**src/rtl/lfsr_pkg.sv**
```systemverilog
// Shared types and helpers for the LFSR checker and its companion scrambler.
package lfsr_pkg;

  typedef enum logic [1:0] {
    ST_SEED   = 2'd0,
    ST_VERIFY = 2'd1,
    ST_LOCKED = 2'd2
  } lfsr_state_e;

  localparam logic [15:0] LFSR_DEFAULT_POLY = 16'b1000_0000_0001_1100;

  // Words wider than this are truncated before counting.
  localparam int POPCOUNT_MAX_BITS = 64;

  function automatic logic [6:0] popcount(input logic [POPCOUNT_MAX_BITS-1:0] v);
    logic [6:0] n;
    n = '0;
    for (int i = 0; i < POPCOUNT_MAX_BITS; i++) begin
      n = n + {6'd0, v[i]};
    end
    return n;
  endfunction

endpackage

```
**src/rtl/lfsr_step.sv**
```systemverilog
// Combinational Fibonacci LFSR advance: produces one word MSB-first and the
// state that follows it.
module lfsr_step
  import lfsr_pkg::*;
#(
  parameter int          p_BITS_PER_CLOCK = 8,
  parameter logic [15:0] p_POLYNOMIAL     = LFSR_DEFAULT_POLY
) (
  input  logic [15:0]                 i_STATE,
  output logic [p_BITS_PER_CLOCK-1:0] o_WORD,
  output logic [15:0]                 o_NEXT_STATE
);

  logic [15:0] w_state;
  logic        w_bit;

  // NOTE: blocking assignments here so each loop iteration sees the state the
  // previous bit produced; every output gets a default first so no latch forms.
  always_comb begin
    w_state = i_STATE;
    w_bit   = 1'b0;
    o_WORD  = '0;
    for (int i = p_BITS_PER_CLOCK - 1; i >= 0; i--) begin
      w_bit     = ^(w_state & p_POLYNOMIAL);
      o_WORD[i] = w_bit;
      w_state   = {w_state[14:0], w_bit};
    end
    o_NEXT_STATE = w_state;
  end

endmodule

```
**config.mk**
```make
export PLATFORM = sky130hd
export DESIGN_NAME = lfsr_step
export DESIGN_NICKNAME = d
export VERILOG_FILES = /design/src/rtl/lfsr_pkg.sv /design/src/rtl/lfsr_step.sv
export SDC_FILE = /design/constraint.sdc
export NUM_CORES = 1
export LEC_CHECK = 0
export CAP_MARGIN = 20
export CELL_PAD_IN_SITES_DETAIL_PLACEMENT = 1
export CELL_PAD_IN_SITES_GLOBAL_PLACEMENT = 1
export CORE_AREA = 2 2 56 45
export DETAILED_ROUTE_END_ITERATION = 10
export DIE_AREA = 0 0 58 47
export PLACE_DENSITY_LB_ADDON = 0.1
export RECOVER_POWER = 50
export SYNTH_ARGS = -nofsm -noshare
export SYNTH_HDL_FRONTEND = slang
export SYNTH_SLANG_ARGS = --single-unit
```
**constraint.sdc**
```tcl
create_clock -name vclk -period 2
set_input_delay 0.4 -clock vclk [all_inputs]
set_output_delay 0.4 -clock vclk [all_outputs]
set_load 0.02 [all_outputs]
```
==> key figures <==
Logic synthesis
  – Cell Area, Synth: 379 um2
  – Simple-gate portion of the synthesized area: 0%
  – Adder-Cell Fraction of Synth Area: 0%
  – Register area share after synthesis: 0%
  – Synth cell types: 5
  – Syn avg cell area: 10.2 um2
  – Main combinational cell family by area after synthesis: XOR/XNOR gates
  – Largest area contributor in the netlist: buf_4
  – Post-synthesis mux area share: 0%
  – Area share of the leading cell type in the synthesized netlist: 33.7%
  – Synthesized Nets: 53
  – Largest cells by area after synthesis: buf_4 34%, xnor3_1 30%, xnor2_1 16%
  – YS warnings: 0
  – Cells after Synth: 37
  – Compound-Gate Fraction of Synth Area: 0%
  – Xor and xnor fraction of the mapped netlist area: 66.3%

Setup path
  – CP max stage cell: xnor3_2
  – Crit-path max FO: 3
  – Max incr delay on CP: 0.30 ns
  – Worst path bufs/invs: 5
  – Crit Path Category: primary input to output pin
  – Crit-path most repeated cell: buf_6
  – Worst Setup End Kind: output pin
  – CP Cell Sequence: buf_8, xnor2_4, buf_6, buf_6, xnor3_2, buf_6, xor2_4, buf_6
  – Crit-path leading delay family: XOR/XNOR gates
  – Critical Path AT: 1.63 ns
  – Critical Path Source Type: primary input
  – CP required: 1.60 ns

Global routing
  – Vias in the first global route: 373
  – First-pass GRT wire length: 1700 um
  – GRT Resource Usage Total: 7.89%
  – Antenna violations before repair: 0
  – Largest net degree at the start of global routing: 4
  – Total gr overflow: 0

Timing
  – Worst-Margin Slew: 0.228 ns
  – Period utilisation layout: 102%
  – Worst slew margin: 84.8%
  – Max-slew violations: 0
  – Fin. Hold Viols: 0
  – Final hold slack: 0.800 ns
  – Tmin final: 2.03 ns
  – Fmax: 0.491 GHz
  – RSZ-0062 raised after global routing: yes
  – Final worst setup slack: -0.0346 ns
  – Final setup fails: 10

Cells and area
  – Final core occ: 45.6%
  – Sequential cells: 0
  – Ratio of cells with drive above 1 in the final layout: 75.3%
  – Filler cell count: 245
  – Register area: 0 um2
  – Area Overhead vs Synth: 162%
  – Final Instance Count excl. Fillers: 102
  – CLK BUF: 0
  – Ant diodes: 0
  – Post-layout net count: 95
  – Fin area: 992 um2

Floorplan
  – # IOs: 40
  – Die Wd: 58 um
  – Die area: 0.00273 mm2
  – Core Footprint: 0.00218 mm2
  – Initial core utilization: 17.4%
  – Cell row count: 15
  – Chip Height: 47 um

Power
  – Reg power frac: 0%
  – Cell internal pwr: 0.000470 W
  – Worst vdd ir: 0.512 mV
  – Clock group share of total power: 0%
  – PwrDens: 847 mW/mm2
  – Comb pwr share: 100.0%
  – Final Power: 0.000840 W
  – Switching portion of total power: 44.1%
  – Static leakage: 0.489 nW
  – NetSw: 0.000370 W

Placement
  – Hpwl dp: 793 um
  – Gpl congestion: 0.601
  – IO Port Bufs: 34
  – Placed cells: 87
  – Post-DP Area: 781 um2

Routing
  – TritonRoute pass-1 iters: 2
  – DR iter-0 viols: 2
  – DRC errors left: 0
  – Routed vias/inst: 3.58
  – Post-route ant nets: 0
  – Vias: 365
  – Final wirelength: 1150 um
  – Wire length per cell: 11.3 um

Worst hold path
  – Tightest Hold Check Type: primary input to output pin

Run
  – Max cap viols: 0

Run status
  – Violations in the final reports: negative setup slack
  – Outcome: complete, but fails checks
## layer usage
metal / share of wire (%) / GRT usage, % / wire length (um)
met5: 0 / 0 / 0
met4: 0 / 0 / 0
met2: 56 / 14.8 / 649
met3: 8.5 / 0.551 / 98
met1: 35 / 10.9 / 405
## per-stage QoR
stage / worst slack (ns) / TNS [ns]
6_report: -0.0346 / -0.224
5_1_grt: -0.108 / -0.864
4_1_cts: -0.162 / -1.10
3_5_place_dp: -0.978 / -12.65
3_3_place_gp: -0.951 / -12.60
2_1_floorplan: -0.00346 / -0.00346
## cell usage after synthesis
cell	count
xnor2_1	7
xor2_1	7
xnor3_1	5
buf_4	17
xnor2_2	1
## kinds of logic after synthesis
family                    count (synthesis)
buffers and inverters                    17
xor gates and xnor gates                 20
## layout by cell type (no fill, tap or decap), drive strengths merged
master	n
xnor2	8
dlymetal6s2s	1
clkbuf	5
clkdlybuf4s50	6
xor2	7
clkdlybuf4s15	4
dlygate4sd2	3
buf	37
dlygate4sd3	1
xnor3	5
## final cells by class
type                       count  area [um2]  share of cell area, %
tap                           25        31.3                   3.15
multi-input combinational     20         418                   42.1
timing repair buffer          57         543                   54.7
## power by group through the flow
stage | clock network (W) | registers, W | logic, W
after floorplan | 0 | 0 | 0.000513
after global placement | 0 | 0 | 0.000719
after detailed placement | 0 | 0 | 0.000719
after CTS | 0 | 0 | 0.000829
after global routing | 0 | 0 | 0.000888
final | 0 | 0 | 0.000840
## path summary, 6_finish.rpt
check / cells after the start / slack [ns] / start / end
worst min-delay path: 0 / 0.80 / i_STATE[6] / o_NEXT_STATE[14]
worst max-delay path: 8 / -0.03 / i_STATE[2] / o_WORD[3]
## timing repair
action | CTS | global route
hold buffers | 0 | 0
buffers inserted | 14 | 3
pin swaps | 14 | 12
setup endpoints to repair | 19 | 14
resized for setup | 115 | 14
(Power assumes the default switching activity.)
